[config.mk]
export PLATFORM = sky130hd
export DESIGN_NAME = fetch_stage_flat
export DESIGN_NICKNAME = d
export VERILOG_FILES = /design/src/rtl/fetch_stage_pkg.sv /design/src/rtl/fetch_stage_if.sv /design/src/rtl/fetch_stage_if_id_reg.sv /design/src/rtl/fetch_stage.sv /design/src/flat_wrapper.sv
export SDC_FILE = /design/constraint.sdc
export NUM_CORES = 1
export LEC_CHECK = 0
export BUFFER_PORTS_ARGS = -buffer_cell sky130_fd_sc_hd__buf_2
export CORE_AREA = 4 4 113 115
export DETAILED_ROUTE_END_ITERATION = 6
export DIE_AREA = 0 0 117 119
export HOLD_SLACK_MARGIN = 0.15
export PLACE_DENSITY = 0.89
export SYNTH_ARGS = -nofsm -noshare
export SYNTH_HDL_FRONTEND = slang
export SYNTH_SLANG_ARGS = --single-unit
[constraint.sdc]
create_clock -name clk -period 9.3 [get_ports clk]
set_input_delay 1.86 -clock clk [delete_from_list [all_inputs] [get_ports clk]]
set_output_delay 1.86 -clock clk [all_outputs]
set_load 0.02 [all_outputs]
[src/rtl/fetch_stage_pkg.sv]
// Shared definitions for the RV32I fetch stage: bubble instruction, reset PC,
// address-select encoding and small PC helpers.
package fetch_stage_pkg;

  localparam int unsigned XLEN = 32;

  localparam logic [XLEN-1:0] NOP_INST_DEF = 32'h0000_0013;
  localparam logic [XLEN-1:0] RESET_PC_DEF = 32'h0000_0000;

  typedef enum logic [6:0] {
    OPC_LUI    = 7'b0110111,
    OPC_AUIPC  = 7'b0010111,
    OPC_JAL    = 7'b1101111,
    OPC_JALR   = 7'b1100111,
    OPC_BRANCH = 7'b1100011,
    OPC_LOAD   = 7'b0000011,
    OPC_STORE  = 7'b0100011,
    OPC_OP_IMM = 7'b0010011,
    OPC_OP     = 7'b0110011,
    OPC_SYSTEM = 7'b1110011
  } opcode_e;

  typedef enum logic [1:0] {
    ADDR_SEQ      = 2'd0,
    ADDR_HOLD     = 2'd1,
    ADDR_REDIRECT = 2'd2
  } addr_sel_e;

  function automatic logic [XLEN-1:0] align_word(input logic [XLEN-1:0] addr);
    return addr & ~32'h0000_0003;
  endfunction

  function automatic logic [XLEN-1:0] pc_plus4(input logic [XLEN-1:0] pc);
    return pc + 32'd4;
  endfunction

endpackage

[src/rtl/fetch_stage_if.sv]
// Instruction-memory, hazard/redirect and IF/ID bundle of the fetch stage.
interface fetch_stage_if;
  import fetch_stage_pkg::*;

  logic [XLEN-1:0] imem_addr;
  logic [XLEN-1:0] imem_rdata;
  logic            stall;
  logic            redirect_valid;
  logic [XLEN-1:0] redirect_pc;
  logic            id_valid;
  logic [XLEN-1:0] id_inst;
  logic [XLEN-1:0] id_pc;
  logic [XLEN-1:0] id_pc4;

  modport master (
    output imem_addr,
    input  imem_rdata,
    input  stall,
    input  redirect_valid,
    input  redirect_pc,
    output id_valid,
    output id_inst,
    output id_pc,
    output id_pc4
  );

  modport slave (
    input  imem_addr,
    output imem_rdata,
    output stall,
    output redirect_valid,
    output redirect_pc,
    input  id_valid,
    input  id_inst,
    input  id_pc,
    input  id_pc4
  );
endinterface

[src/rtl/fetch_stage_if_id_reg.sv]
// IF/ID pipeline register: hold on stall, flush to a NOP bubble on redirect,
// and substitute NOP whenever the fetched word is not valid.
module fetch_stage_if_id_reg
  import fetch_stage_pkg::*;
#(
  parameter int unsigned       DATA_W   = XLEN,
  parameter logic [DATA_W-1:0] NOP_INST = NOP_INST_DEF
) (
  input  logic              clk,
  input  logic              rst,
  input  logic              flush_i,
  input  logic              hold_i,
  input  logic              fv_i,
  input  logic [DATA_W-1:0] inst_i,
  input  logic [DATA_W-1:0] pc_i,
  output logic              id_valid_o,
  output logic [DATA_W-1:0] id_inst_o,
  output logic [DATA_W-1:0] id_pc_o,
  output logic [DATA_W-1:0] id_pc4_o
);

  logic              valid_q, valid_d;
  logic [DATA_W-1:0] inst_q,  inst_d;
  logic [DATA_W-1:0] pc_q,    pc_d;
  logic [DATA_W-1:0] pc4_q,   pc4_d;

  // Flush keeps the PC fields: only the valid bit and the word are bubbled.
  always_comb begin
    valid_d = valid_q;
    inst_d  = inst_q;
    pc_d    = pc_q;
    pc4_d   = pc4_q;
    if (flush_i) begin
      valid_d = 1'b0;
      inst_d  = NOP_INST;
    end else if (!hold_i) begin
      valid_d = fv_i;
      inst_d  = fv_i ? inst_i : NOP_INST;
      pc_d    = pc_i;
      pc4_d   = pc_i + DATA_W'(4);
    end
  end

  always_ff @(posedge clk or posedge rst) begin
    if (rst) begin
      valid_q <= 1'b0;
      inst_q  <= NOP_INST;
      pc_q    <= '0;
      pc4_q   <= DATA_W'(4);
    end else begin
      valid_q <= valid_d;
      inst_q  <= inst_d;
      pc_q    <= pc_d;
      pc4_q   <= pc4_d;
    end
  end

  assign id_valid_o = valid_q;
  assign id_inst_o  = inst_q;
  assign id_pc_o    = pc_q;
  assign id_pc4_o   = pc4_q;

endmodule

[src/rtl/fetch_stage.sv]
// RV32I instruction fetch: owns the PC, addresses the synchronous instruction
// BRAM and feeds the IF/ID register with stall and redirect handling.
module fetch_stage
  import fetch_stage_pkg::*;
#(
  parameter logic [XLEN-1:0] RESET_PC = RESET_PC_DEF,
  parameter logic [XLEN-1:0] NOP_INST = NOP_INST_DEF
) (
  input  logic          clk,
  input  logic          rst,
  fetch_stage_if.master bus
);

  addr_sel_e       sel;
  logic [XLEN-1:0] pc_q, pc_d;
  logic            fv_q, fv_d;

  logic            id_valid;
  logic [XLEN-1:0] id_inst;
  logic [XLEN-1:0] id_pc;
  logic [XLEN-1:0] id_pc4;

  always_comb begin
    sel = ADDR_SEQ;
    if (bus.redirect_valid) begin
      sel = ADDR_REDIRECT;
    end else if (bus.stall) begin
      sel = ADDR_HOLD;
    end
  end

  // On stall the same word is re-read so it is still on imem_rdata when the
  // stall releases; pc_q always names the word currently on imem_rdata.
  always_comb begin
    pc_d = pc_plus4(pc_q);
    case (sel)
      ADDR_REDIRECT: pc_d = align_word(bus.redirect_pc);
      ADDR_HOLD:     pc_d = pc_q;
      default:       pc_d = pc_plus4(pc_q);
    endcase
  end

  assign bus.imem_addr = pc_d;
  assign fv_d          = (sel == ADDR_HOLD) ? fv_q : 1'b1;

  always_ff @(posedge clk or posedge rst) begin
    if (rst) begin
      pc_q <= RESET_PC - 32'd4;
      fv_q <= 1'b0;
    end else begin
      pc_q <= pc_d;
      fv_q <= fv_d;
    end
  end

  fetch_stage_if_id_reg #(
    .DATA_W   (XLEN),
    .NOP_INST (NOP_INST)
  ) u_if_id_reg (
    .clk        (clk),
    .rst        (rst),
    .flush_i    (sel == ADDR_REDIRECT),
    .hold_i     (sel == ADDR_HOLD),
    .fv_i       (fv_q),
    .inst_i     (bus.imem_rdata),
    .pc_i       (pc_q),
    .id_valid_o (id_valid),
    .id_inst_o  (id_inst),
    .id_pc_o    (id_pc),
    .id_pc4_o   (id_pc4)
  );

  assign bus.id_valid = id_valid;
  assign bus.id_inst  = id_inst;
  assign bus.id_pc    = id_pc;
  assign bus.id_pc4   = id_pc4;

endmodule
[src/flat_wrapper.sv]
// flat-port wrapper written by rule: the top's interface ports become plain ports
module fetch_stage_flat import fetch_stage_pkg::*;
#(
  parameter logic [XLEN-1:0] RESET_PC = RESET_PC_DEF,
  parameter logic [XLEN-1:0] NOP_INST = NOP_INST_DEF
)
  (clk, rst, bus_imem_addr, bus_imem_rdata, bus_stall, bus_redirect_valid, bus_redirect_pc, bus_id_valid, bus_id_inst, bus_id_pc, bus_id_pc4);
  fetch_stage_if bus_i ();
  input  logic clk;
  input  logic rst;
  output wire logic [$bits(bus_i.imem_addr)-1:0] bus_imem_addr;
  input wire logic [$bits(bus_i.imem_rdata)-1:0] bus_imem_rdata;
  input wire logic [$bits(bus_i.stall)-1:0] bus_stall;
  input wire logic [$bits(bus_i.redirect_valid)-1:0] bus_redirect_valid;
  input wire logic [$bits(bus_i.redirect_pc)-1:0] bus_redirect_pc;
  output wire logic [$bits(bus_i.id_valid)-1:0] bus_id_valid;
  output wire logic [$bits(bus_i.id_inst)-1:0] bus_id_inst;
  output wire logic [$bits(bus_i.id_pc)-1:0] bus_id_pc;
  output wire logic [$bits(bus_i.id_pc4)-1:0] bus_id_pc4;
  assign bus_imem_addr = bus_i.imem_addr;
  assign bus_i.imem_rdata = bus_imem_rdata;
  assign bus_i.stall = bus_stall;
  assign bus_i.redirect_valid = bus_redirect_valid;
  assign bus_i.redirect_pc = bus_redirect_pc;
  assign bus_id_valid = bus_i.id_valid;
  assign bus_id_inst = bus_i.id_inst;
  assign bus_id_pc = bus_i.id_pc;
  assign bus_id_pc4 = bus_i.id_pc4;
  fetch_stage #(.RESET_PC(RESET_PC), .NOP_INST(NOP_INST)) u_core (.clk(clk), .rst(rst), .bus(bus_i));
endmodule
==> metrics.yaml <==
floorplanning:
  die_x_um: 117
  ios: 197
  die_y_um: 119
  die_area_sq_um: 13900
  initial_utilization: 0.493
  coreArea_sq_um: 11800
  row_count: 40
yosys:
  yosysWarnings: 0
  synth_top_cell_by_area: "dfrtp_1"
  ys_seq_area_frac: 0.557
  ys_async_sr_fraction: 1.00
  synth_seq_cells: 128
  syn_area_sq_um: 5820
  ys_types: 45
  synth_nets: 664
  yosys_most_used_dff: "dfrtp_1"
  synth_top_area_share: 0.404
  syn_avg_cell_area_sq_um: 9.79
  syn_inst: 595
  synth_edf_count: 0
  ys_top_cells_by_area: "dfrtp_1 40%, dfstp_2 15%, nand2_1 9.3%, a22o_1 4.5%, o21ai_0 3.1%"
power_and_ir_drop:
  p_leak_nw: 3.57
  power.density_nw_per_um2: 234
  peakVddDrop_uv: 172
  power.total_mw: 1.76
placed_design:
  io_buffers: 194
  gp_congestion: 0.823
  hpwl_um: 11300
  dp_cells: 887
  placed_area_sq_um: 6800
routing:
  vias: 5256
  drc: 0
  via_per_inst: 5.71
  drtAntennaViolNets: 0
  drtIter0Drc: 380
  drt_wl_total_um: 16700
  wl_per_cell_um: 18.1
  firstDrtPassIters: 5
run_status:
  status: "complete, no violations"
timing:
  relSlewSlack: 0.174
  hold_violations: 0
  final.min_clock_period_ns: 5.74
  setup_tns_ns: 0
  setup_viol: 0
  rsz0062_at_grt: "false"
  fmax_ghz: 0.174
  period_share: 0.617
  drv_slew: 0
  fin_skew_ns: 0.00825
  worst_slew_pin_slew_ns: 1.23
critical_path:
  critical_path_class: "primary input to output port"
  crit_arrival_ns: 3.88
  path_buf_inv: 2
  cp-end-kind: "output port"
  path_max_fanout: 15
  path_cells: "buf_2, and4b_1, nand4_1, or4_1, nand3_1, buf_2"
  cpPeakStageDelay_ns: 0.61
  worstSetupStartpointType: "primary input"
  critPathSlowestCell: "or4_1"
  cp_top_family: "simple AND/OR/NAND/NOR gates"
  required_ns: 7.44
  worst_path_most_repeated_cell: "buf_2"
cts:
  clk_path_buf_depth: 2
  clock-sinks: 128
  cts_root_buf: "clkbuf_16"
  cts_buffers: 17
  cts.repair.resized: 0
  clk_pin_slew_worst_paths_ns: 0.05
  htreeDepth: 4
  post_cts_buffers: 0
  postCtsHoldBufs: 0
  clock_latency_ns: 0.41
  cts_tree: "built"
global_route:
  track_usage: 0.239
  grt_pass1_wl_um: 25900
  grt_max_degree: 69
  antenna_found_initial: 0
  grt_overflow: 0
  grt_pass1_vias: 5105
final_layout:
  layout-drive-gt1-share: 0.354
  area_delta_synth_final_pct: 28.9
  nNetsFinal: 828
  design_area_sq_um: 7510
  utilization: 0.636
  layout.cells.non_filler: 920
min_path:
  holdCritPathClass: "flop to flop"
run:
  max_cap_violations: 0
-- routing by layer --
| metal | track usage | vias to the layer above | wire (um) |
|---|---|---|---|
| li1 | - | 2439 | - |
| met1 | 0.302 | 2545 | 6710 |
| met2 | 0.379 | 243 | 8080 |
| met3 | 0.0843 | 29 | 1560 |
| met4 | 0.0824 | 0 | 308 |
| met5 | 0 | - | 0 |
-- registers in the layout, summed over array words and instances (netlist names) --
register,cells
u_core.fv_q,1
u_core.u_if_id_reg.id_valid_o,1
u_core.u_if_id_reg.id_inst_o,32
u_core.pc_q,32
u_core.u_if_id_reg.id_pc_o,32
u_core.u_if_id_reg.id_pc4_o,30
-- worst paths after layout --
| kind | endpoint | cells past startpoint | from | slack [ns] |
|---|---|---|---|---|
| hold / removal | u_core.u_if_id_reg.id_pc_o[18] | 2 | u_core.u_if_id_reg.id_pc_o[18] | 0.47 |
| max in group asynchronous | u_core.u_if_id_reg.id_pc_o[8] | 3 | rst | 6.38 |
| setup / recovery | bus_imem_addr[20] | 6 | bus_stall | 3.56 |
| setup reg to reg | u_core.pc_q[30] | 5 | u_core.pc_q[2] | 6.65 |
| hold reg to reg | u_core.u_if_id_reg.id_pc_o[18] | 2 | u_core.u_if_id_reg.id_pc_o[18] | 0.47 |
| min in group asynchronous | u_core.u_if_id_reg.id_inst_o[27] | 2 | rst | 1.57 |
-- Yosys cell counts (9+ instances only) --
cell        n
nand2_1   144
dfrtp_1    94
clkbuf_1   38
o21ai_0    36
dfstp_2    34
a22o_1     30
nor2_1     27
a31oi_1    22
or4_1      21
nand3_1    18
o31ai_1    13
xnor2_1    13
nand4_1    11
or3_1      11
xor2_1     11
o211ai_1    9
-- cell usage in the layout (no fill, tap or decap), types with 2 or more instances in the layout --
master	netlist	final
buf_2	5	194
nor3b_1	2	2
bufinv_16	0	7
o211ai_1	9	9
nand2_1	144	144
a31oi_1	22	22
a21o_1	2	2
clkinv_4	0	4
and3_1	2	2
clkbuf_8	0	2
o22a_1	3	3
nand3_1	18	18
nor2_1	27	26
buf_4	2	3
or3_1	11	11
or4_1	21	21
nand4_1	11	11
and4_1	7	7
a22o_1	30	30
clkbuf_16	0	17
xnor2_1	13	13
dfstp_2	34	34
or2_2	2	2
nor4_1	3	3
xor2_1	11	11
nor3_1	4	4
o21ai_0	36	36
dfrtp_1	94	94
o31ai_1	13	13
and2_1	6	6
nor2b_1	4	3
-- area by class of cell --
cell class / instances / area [sq um]
tap: 147 / 184
fill: 973 / 4300
multi-input combinational: 413 / 2360
antenna: 1 / 2.50
timing repair buffer: 197 / 993
sequential: 128 / 3250
clock inverter: 13 / 258
inverter: 2 / 10.0
clock buffer: 19 / 453
-- cells by family (layout without fill, tap and decap cells) --
group / count (synthesis) / after routing / share of synthesized area
adders and majority gates: 1 / 1 / 0.00215
AOI/OAI and AO/OA: 117 / 117 / 0.138
buffers and inverters: 54 / 231 / 0.0387
muxes: 2 / 2 / 0.00365
other: 0 / 1 / 0
DFF: 128 / 128 / 0.557
xor gates and xnor gates: 24 / 24 / 0.0361
and+or+nand+nor: 269 / 269 / 0.224
-- worst min-delay path, delay by kind of cell (launching register included) --
kind	cells	cell delay [ns]
simple gates	2	0.11
flops	1	0.33
-- power breakdown --
part           total (mW)  internal (mW)  switching (mW)
clock               0.794          0.545           0.249
sequential          0.684          0.629          0.0547
combinational       0.280         0.0957           0.185
total                1.76           1.27           0.488
-- per-stage QoR --
| stage | setup slack (ns) | hold slack, ns |
|---|---|---|
| 3_3_place_gp | 3.62 | 0.445 |
| 4_1_cts | 3.62 | 0.471 |
| 3_5_place_dp | 3.63 | 0.457 |
| 5_1_grt | 3.37 | 0.492 |
| 6_report | 3.56 | 0.469 |
| 2_1_floorplan | 4.04 | 0.431 |
No activity file was read; power rests on OpenSTA's default activity.
